**src/rtl/tlb_walk_arbiter.sv**
```systemverilog
// tlb_walk_arbiter: shares one page-table walker between the ITLB and the DTLB.
// Grants a requester, issues a one-cycle walk request, waits for the walker,
// then writes back the entry or reports a fault. A TLB flush during a walk
// aborts it and drains the walker's acknowledge.
// Optional build macro: TLB_WALK_TIMEOUT_EN adds a walk watchdog (TIMEOUT_CYCLES)
// and drives the sticky WalkTimeout flag; without it WalkTimeout is tied 0.
//
// Handshake: ITLBMissF/DTLBMissM are levels held by the requester until serviced.
// WalkReq is a one-cycle start pulse to the walker. WalkSelData is registered at
// grant time and stays stable from WalkReq until the walk completes. WalkDone is
// a one-cycle pulse from the walker (WalkFault only meaningful with it); the
// write/fault/abort pulses are produced combinationally in the cycle they apply.
module tlb_walk_arbiter #(
    parameter int STARVE_LIMIT = 3
`ifdef TLB_WALK_TIMEOUT_EN
    ,
    parameter int TIMEOUT_CYCLES = 1024
`endif
) (
    input  logic clk,
    input  logic reset_n,
    input  logic ITLBMissF,
    input  logic DTLBMissM,
    input  logic TLBFlush,
    input  logic WalkDone,
    input  logic WalkFault,
    output logic WalkReq,
    output logic WalkSelData,
    output logic ITLBWrite,
    output logic DTLBWrite,
    output logic WalkFaultI,
    output logic WalkFaultD,
    output logic WalkAbort,
    output logic Busy,
    output logic WalkTimeout
);

    typedef enum logic [1:0] {
        IDLE  = 2'd0,
        REQ   = 2'd1,
        WAIT  = 2'd2,
        DRAIN = 2'd3
    } state_t;

    localparam int SW = (STARVE_LIMIT < 2) ? 1 : $clog2(STARVE_LIMIT + 1);

    // state is kept as a named typed signal so external checkers can bind to it
    state_t        state;
    state_t        state_next;
    logic [SW-1:0] starve_cnt;
    logic          starve_at_limit;
    logic          grant;
    logic          grant_data;
    logic          flush_pend;

`ifdef TLB_WALK_TIMEOUT_EN
    localparam int WDW = (TIMEOUT_CYCLES < 2) ? 1 : $clog2(TIMEOUT_CYCLES);
    logic [WDW-1:0] wd_cnt;
    logic           timeout_reached;
    logic           timeout_hit;
    logic           timeout_flag;

    assign timeout_reached = (wd_cnt == WDW'(TIMEOUT_CYCLES - 1));
`endif

    assign starve_at_limit = (starve_cnt == SW'(STARVE_LIMIT));
    assign Busy            = (state != IDLE);

    // next-state, grant decision and completion pulses
    always_comb begin
        state_next = state;
        grant      = 1'b0;
        grant_data = 1'b0;
        ITLBWrite  = 1'b0;
        DTLBWrite  = 1'b0;
        WalkFaultI = 1'b0;
        WalkFaultD = 1'b0;
        WalkAbort  = 1'b0;
`ifdef TLB_WALK_TIMEOUT_EN
        timeout_hit = 1'b0;
`endif
        case (state)
            IDLE: begin
                // a flush in IDLE suppresses granting for that cycle
                if ((ITLBMissF || DTLBMissM) && !TLBFlush) begin
                    grant      = 1'b1;
                    grant_data = DTLBMissM && !(ITLBMissF && starve_at_limit);
                    state_next = REQ;
                end
            end
            REQ: begin
                state_next = WAIT;
            end
            WAIT: begin
                if (TLBFlush || flush_pend) begin
                    // flush beats a same-cycle WalkDone: walker already idle, no abort
                    if (!WalkDone) begin
                        WalkAbort  = 1'b1;
                        state_next = DRAIN;
                    end else begin
                        state_next = IDLE;
                    end
                end else if (WalkDone) begin
                    state_next = IDLE;
                    if (WalkFault) begin
                        WalkFaultD = WalkSelData;
                        WalkFaultI = !WalkSelData;
                    end else begin
                        DTLBWrite = WalkSelData;
                        ITLBWrite = !WalkSelData;
                    end
                end
`ifdef TLB_WALK_TIMEOUT_EN
                else if (timeout_reached) begin
                    WalkAbort   = 1'b1;
                    timeout_hit = 1'b1;
                    state_next  = IDLE;
                end
`endif
            end
            DRAIN: begin
                // the walker always acknowledges an abort with WalkDone
                if (WalkDone) begin
                    state_next = IDLE;
                end
`ifdef TLB_WALK_TIMEOUT_EN
                else if (timeout_reached) begin
                    WalkAbort   = 1'b1;
                    timeout_hit = 1'b1;
                    state_next  = IDLE;
                end
`endif
            end
            default: state_next = IDLE;
        endcase
    end

    // state register
    always_ff @(posedge clk or negedge reset_n) begin
        if (!reset_n) begin
            state <= IDLE;
        end else begin
            state <= state_next;
        end
    end

    // walk request pulse, requester select and flush-in-REQ memory
    always_ff @(posedge clk or negedge reset_n) begin
        if (!reset_n) begin
            WalkReq     <= 1'b0;
            WalkSelData <= 1'b0;
            flush_pend  <= 1'b0;
        end else begin
            WalkReq    <= (state == REQ);
            flush_pend <= (state == REQ) && TLBFlush;
            if (grant) begin
                WalkSelData <= grant_data;
            end
        end
    end

    // starve counter: counts DTLB grants made while an ITLB miss waits
    always_ff @(posedge clk or negedge reset_n) begin
        if (!reset_n) begin
            starve_cnt <= '0;
        end else if (grant) begin
            if (grant_data && ITLBMissF) begin
                if (!starve_at_limit) begin
                    starve_cnt <= starve_cnt + SW'(1);
                end
            end else begin
                starve_cnt <= '0;
            end
        end
    end

`ifdef TLB_WALK_TIMEOUT_EN
    // watchdog counter: restarts on entry to WAIT/DRAIN, counts cycles spent there
    always_ff @(posedge clk or negedge reset_n) begin
        if (!reset_n) begin
            wd_cnt <= '0;
        end else if ((state_next != state) && ((state_next == WAIT) || (state_next == DRAIN))) begin
            wd_cnt <= '0;
        end else if ((state == WAIT) || (state == DRAIN)) begin
            wd_cnt <= wd_cnt + WDW'(1);
        end
    end

    // sticky timeout flag, cleared only by reset
    always_ff @(posedge clk or negedge reset_n) begin
        if (!reset_n) begin
            timeout_flag <= 1'b0;
        end else if (timeout_hit) begin
            timeout_flag <= 1'b1;
        end
    end

    assign WalkTimeout = timeout_flag;
`else
    assign WalkTimeout = 1'b0;
`endif

endmodule

```
**config.mk**
```make
export PLATFORM = sky130hd
export DESIGN_NAME = tlb_walk_arbiter
export DESIGN_NICKNAME = d
export VERILOG_FILES = /design/src/rtl/tlb_walk_arbiter.sv
export SDC_FILE = /design/constraint.sdc
export NUM_CORES = 1
export LEC_CHECK = 0
export CORE_AREA = 2 2 39 41
export CTS_CLUSTER_SIZE = 40
export DETAILED_ROUTE_END_ITERATION = 10
export DIE_AREA = 0 0 41 43
export MAX_ROUTING_LAYER = met4
export PLACE_DENSITY = 0.58
export SYNTH_ARGS = -nofsm -noshare
export SYNTH_HDL_FRONTEND = slang
export SYNTH_SLANG_ARGS = --single-unit
```
**constraint.sdc**
```tcl
create_clock -name clk -period 1.05 [get_ports clk]
set_input_delay 0.21 -clock clk [delete_from_list [all_inputs] [get_ports clk]]
set_output_delay 0.21 -clock clk [all_outputs]
set_load 0.02 [all_outputs]
```
## Word-level counts from Yosys, hierarchy flattened

Index checks and enable logic that the tools add are counted.

| word-level totals | value |
|---|---|
| register bits after elaboration | 7 |

| cells by class | value |
|---|---|
| reduce and logical (&&, ||, !) cells | 13 |
| equal/unequal tests | 6 |
| add/subtract/negate cells | 1 |
| multiplexer cells | 30 |

Operators by type and width:

| operator | number |
|---|---|
| $mux 1 | 23 |
| $mux 2 | 6 |
| $pmux 2 s4 | 1 |
| $eq 2x2->1 const B | 3 |
| $logic_and 1x1->1 | 5 |
| $ne 2x2->1 const B | 2 |
| $logic_not 1->1 | 3 |
| $add 2x1->2 const B | 1 |
| $eq 2x1->1 const B | 1 |
| $logic_not 2->1 | 1 |
| $logic_or 1x1->1 | 2 |
| $reduce_and 2->1 | 1 |
| $reduce_bool 2->1 | 1 |

## Logic depth before layout (Yosys ltp)

Gate-level depths: netlist of run 1.

| logic depth | value |
|---|---|
| depth in word-level cells | 9 |
| depth in mapped cells | 3 |
| mapped depth without buffers | 3 |

## Worst setup path before layout of run 1

OpenSTA, ideal clock, no wires.

| timing path | value |
|---|---|
| path kind | flip-flop to output port |
| start | register state[1] |
| end | output port DTLBWrite |
| stages on the path, launching flop included | 4 |
| path buffers | 0 |
| slack | -0.324 ns |
| data required time | 0.840 ns |
| arrival | 1.164 ns |
| path through | dfrtp_1 -> nor2b_1 -> nand3_1 -> nor3_1 |

| between the ends | value |
|---|---|
| longest elaborated chain between the ends | 2 |

Ends and longest elaborated chain:

| what | RTL line | source |
|---|---|---|
| start: declaration | 48 | `state_t state;` |
| start signal: assignment | 143 | `state <= state_next;` |
| $eq 2x2->1 | 82 | `case (state)` |
| $mux 1 | 82 |  |
| end: declaration | 30 | `output logic DTLBWrite,` |

Every way passes these cells.

## Final worst setup path of run 1

| timing path | value |
|---|---|
| start | register state[0] |
| end | output port WalkFaultD |

| between the ends | value |
|---|---|
| longest elaborated chain between the ends | 2 |

Ends and longest elaborated chain:

| what | RTL line | source |
|---|---|---|
| $eq 2x2->1 | 82 |  |
| $mux 1 | 82 |  |
| end: declaration | 32 | `output logic WalkFaultD,` |

Every way passes these cells.

==> flow_metrics.tcl, run 1 <==
set metrics [dict create \
    cts_tree "yes" \
    syn_inst 36 \
    syn_nets 44 \
    clockRootBuffer "clkbuf_4" \
    die_y_um 43 \
    diodes 0 \
    gp_congestion 0.699 \
    numCtsBuffers 3 \
    final_antenna_net_count 0 \
    synth_seq_area_share 0.483 \
    rows 14 \
    dieWidth_um 41 \
    grt_setup_unrepaired "true" \
    arrival_ns 1.26 \
    post_dp_cell_area_um2 661 \
    antenna_found_initial 0 \
    synth_most_common_cell "dfrtp_1" \
    worst-r2r-cell-count 4 \
    grt_pass1_wl_um 1650 \
    drtPass1Iterations 2 \
    cts_htree_levels 1 \
    rr_startpoint "state[0]" \
    synth-edff-count 0 \
    status "finished with violations" \
    syn_area_um2 363 \
    synth-seq-cells 7 \
    r2r_end "starve_cnt[0]" \
    skew_ns 0.00148 \
    drive_gt1_frac 0.618 \
    finalSetupViolations 12 \
    clkTransAtPathRegs_ns 0.05 \
    synthArstFlopShare 1.00 \
    area_growth_pct 106 \
    fin_area_um2 747 \
    pwr_density_cell_nw_per_um2 2360 \
    max_freq_mhz 682 \
    critPathCapture "WalkFaultD" \
    route.detailed.drc 0 \
    fin_nets 77 \
    pin_count 16 \
    setup_ws_ns -0.416 \
    violations "negative setup slack" \
    start_util 0.262 \
    reg2reg_slack_ns -0.17 \
    clock_latency_ns 0.26 \
    ys.flop_type "dfrtp_1" \
    synthTopCellsByArea "dfrtp_1 (48%), nor3_1 (4.1%), nor4b_2 (4.1%), ha_1 (3.4%), nor2b_1 (3.4%)" \
    cts.sinks 7 \
    worstHoldPathType "in2async" \
    synth.avg_cell_area_um2 10.1 \
    core_um2 1380 \
    worstSetupPathType "reg2out" \
    dp_slack_ns -0.964 \
    crit_path_max_fanout 4 \
    die_area_um2 1760 \
    end_kind "output port" \
    cap_violations 0 \
    track_usage 0.149 \
    clockBufferDepth 2 \
    netlist_top_cells_count "dfrtp_1 (7), nor2_1 (3), nor3_1 (3)" \
    drt_wl_total_um 984 \
    grt_max_degree 8 \
    power_leakage_nw 0.360 \
    portBuffers 14 \
    final.setup.tns_ns -2.86 \
    vdd_drop_max_mv 1.14 \
    grt_pass1_vias 382 \
    routedWlPerCell_um 11.7 \
    ys.warnings.count 0 \
    fin_crit_sh 1.40 \
    routed_via_density 4.54 \
    hold_violations 0 \
    min_period_ns 1.47 \
    yosysTopAreaCell "dfrtp_1" \
    start_kind "flip-flop" \
    drv_slew 0 \
    grt_overflow 0 \
    hpwl_um 708 \
    ys_types 23 \
    crit_start "state[0]" \
    synth_top_area_frac 0.483 \
    vias 381 \
    drtIter0Drc 2 \
    worstPathRequired_ns 0.84 \
]
where the power goes:
group	leakage, nW	switching, mW	internal [mW]
sequential	0.0882	0.0833	0.381
combinational	0.257	0.461	0.586
clock	0.0150	0.107	0.146
total	0.360	0.652	1.11
layout make-up:
class | instances | area, um^2
inverters | 2 | 7.51
repair buffers | 29 | 254
clock buffers | 4 | 26.3
multi-input cells | 26 | 263
flip-flops and latches | 7 | 176
fillers | 131 | 637
well taps | 16 | 20.0
critical path, cell delays in order (launching register included):
cell	delay, ns
dfrtp_2	0.43
nor2b_4	0.16
nand4_1	0.16
nor2_2	0.11
buf_4	0.14
how the worst min path moves through the flow:
stage                             start       endpoint  slack (ns)
after CTS                       reset_n    WalkSelData        0.22
after global placement    starve_cnt[1]  starve_cnt[1]        0.49
after global routing            reset_n    WalkSelData        0.24
after detailed placement        reset_n       state[1]        0.50
after floorplan                 reset_n        WalkReq       -0.09
final                           reset_n  starve_cnt[1]        0.22
metal layers:
metal  global-route usage  share of wire
met2                0.216           0.46
met4                0.120          0.029
met3               0.0262          0.073
met5                    -              0
met1                0.170           0.44
sequential cells by signal, indices dropped and copies added (netlist names):
name         flops
starve_cnt       2
WalkSelData      1
WalkReq          1
state            2
flush_pend       1
layout by cell type, fill, tap and decap left out, types with 2 or more instances in the layout:
cell and instances:
buf_4 15, buf_6 7, dfrtp_1 6, clkdlybuf4s50_1 4, nor3_4 3, clkbuf_4 3, inv_1 2, nor2_2 2
nand2_1 2, dlygate4sd2_1 2
metrics by stage:
stage	power (mW)	utilization	cells	hold WS [ns]
floorplan	0.891	-	36	-0.0856
global placement	1.31	0.477	77	0.491
detailed placement	1.33	0.477	77	0.496
CTS	1.72	0.528	84	0.216
global route	1.89	0.540	84	0.242
finish	1.76	0.540	84	0.219
cell families after synthesis:
logic type                 count (synthesis)  synth area share
other                                      1            0.0103
DFF                                        7             0.483
AOI/OAI and AO/OA                          6             0.121
buffers and inverters                      3            0.0414
and+or+nand+nor                           17             0.279
adders and majority gates                  1            0.0345
muxes                                      1            0.0310
what timing repair did:
| action | CTS | global route |
|---|---|---|
| setup endpoints to repair | 13 | 12 |
| pin swaps | 6 | 0 |
| resized for setup | 52 | 5 |
| buffers inserted | 3 | 0 |
| cloned | 0 | 0 |
| hold buffers | 0 | 0 |
(Power assumes the default switching activity.)
==> inputs of run 2 (changes only) <==
--- a/config.mk
+++ b/config.mk
@@ -6,6 +6,7 @@
 export NUM_CORES = 1
 export LEC_CHECK = 0
 export CORE_AREA = 2 2 39 41
+export CTS_BUF_LIST = sky130_fd_sc_hd__clkbuf_8
 export CTS_CLUSTER_SIZE = 40
 export DETAILED_ROUTE_END_ITERATION = 10
 export DIE_AREA = 0 0 41 43
==> flow_metrics.tcl, run 2 (synthesis results as in run 1) <==
set metrics [dict create \
    final_antenna_net_count 0 \
    pwr_density_cell_nw_per_um2 2540 \
    pin_count 16 \
    grt_pass1_wl_um 1780 \
    drv_slew 0 \
    fin_nets 83 \
    p_total_mw 2.13 \
    hpwl_um 708 \
    rows 14 \
    whs_ns 0.248 \
    diodes 0 \
    final_common_cell "buf_4" \
    clkTransAtPathRegs_ns 0.04 \
    dp_slack_ns -0.964 \
    routedWlPerCell_um 12.2 \
    seqCellArea_um2 176 \
    worstPathRequired_ns 0.84 \
    multi_input_area_um2 273 \
    die_area_um2 1760 \
    arrival_ns 1.22 \
    routed_via_density 4.47 \
    antenna_found_initial 0 \
    core_um2 1380 \
    dieWidth_um 41 \
    finalSetupViolations 12 \
    cts_tree "yes" \
    cts.sinks 7 \
    worst-r2r-cell-count 7 \
    placed_cells 77 \
    grt_setup_unrepaired "true" \
    setup_ws_ns -0.378 \
    route.detailed.drc 0 \
    start_kind "flip-flop" \
    grt_pass1_vias 418 \
    rr_startpoint "state[0]" \
    clockRootBuffer "clkbuf_8" \
    worstSetupPathType "reg2out" \
    post_dp_cell_area_um2 661 \
    reg_top3 "starve_cnt x2, state x2" \
    drtPass1Iterations 4 \
    cts_htree_levels 1 \
    fin_cells 90 \
    grt_overflow 0 \
    vdd_drop_max_mv 1.42 \
    die_y_um 43 \
    busiest_layer "met2" \
    track_usage 0.170 \
    clockBufferDepth 2 \
    worstHoldPathType "in2async" \
    final.setup.tns_ns -3.45 \
    power_leakage_nw 0.414 \
    status "finished with violations" \
    crit_path_max_fanout 3 \
    hold_violations 0 \
    skew_ns 0.000586 \
    min_period_ns 1.43 \
    met2_usage 0.253 \
    drive_gt1_frac 0.662 \
    numCtsBuffers 3 \
    fin_area_um2 840 \
    final_util 0.607 \
    grt_use_met3 0.0419 \
    drt_wl_total_um 1100 \
    end_kind "output port" \
    grt_util_met1 0.167 \
    portBuffers 14 \
    reg2reg_slack_ns -0.37 \
    area_growth_pct 131 \
    cap_violations 0 \
    vias 402 \
    num-fill-cells 132 \
    fin_crit_sh 1.36 \
    gp_congestion 0.699 \
    violations "negative setup slack" \
    start_util 0.262 \
    clock_latency_ns 0.23 \
    r2r_end "WalkSelData" \
    final_cell_mix "buf_4 (16), buf_6 (12), dfrtp_1 (6), clkdlybuf4s50_1 (4)" \
    drtIter0Drc 4 \
    max_freq_mhz 700 \
    grt_max_degree 8 \
]
-- run 2: how the worst max path moves through the flow --
| stage | start | endpoint | slack, ns |
|---|---|---|---|
| 5_1_grt | state[1] | WalkFaultI | -0.46 |
| 3_3_place_gp | TLBFlush | ITLBWrite | -0.93 |
| 4_1_cts | state[0] | WalkFaultD | -0.40 |
| 6_report | state[0] | WalkFaultD | -0.38 |
| 3_5_place_dp | TLBFlush | ITLBWrite | -0.96 |
| 2_1_floorplan | state[1] | WalkFaultD | -0.14 |
-- run 2: power breakdown --
part / internal [mW] / leakage (nW) / switching (mW)
Combinational: 0.776 / 0.299 / 0.512
Sequential: 0.382 / 0.0882 / 0.0913
Clock: 0.253 / 0.0269 / 0.119
-- run 2: layout make-up --
cell class                      count  area share
Timing Repair Buffer               35       0.379
Sequential cell                     7       0.210
Clock buffer                        3      0.0492
Tap cell                           16      0.0238
Clock inverter                      1     0.00447
Inverter                            2     0.00894
Multi-Input combinational cell     26       0.325
-- run 2: timing repair --
item	in CTS	in global routing
gates resized for setup	56	8
pin swaps	9	1
endpoints found under the setup margin	13	14
buffers inserted	8	1
gates cloned	0	0
hold buffers	0	0
-- run 2: routing by layer --
metal	vias up	routed length (um)
li1	200	-
met1	182	446
met2	16	528
met3	4	71
met4	0	53
met5	-	0
-- run 2: worst max-delay path, stage by stage, from the launching register on --
cell     delay, ns
dfrtp_2       0.42
nor2b_4       0.15
nand4_1       0.16
nor2_2        0.11
buf_4         0.14
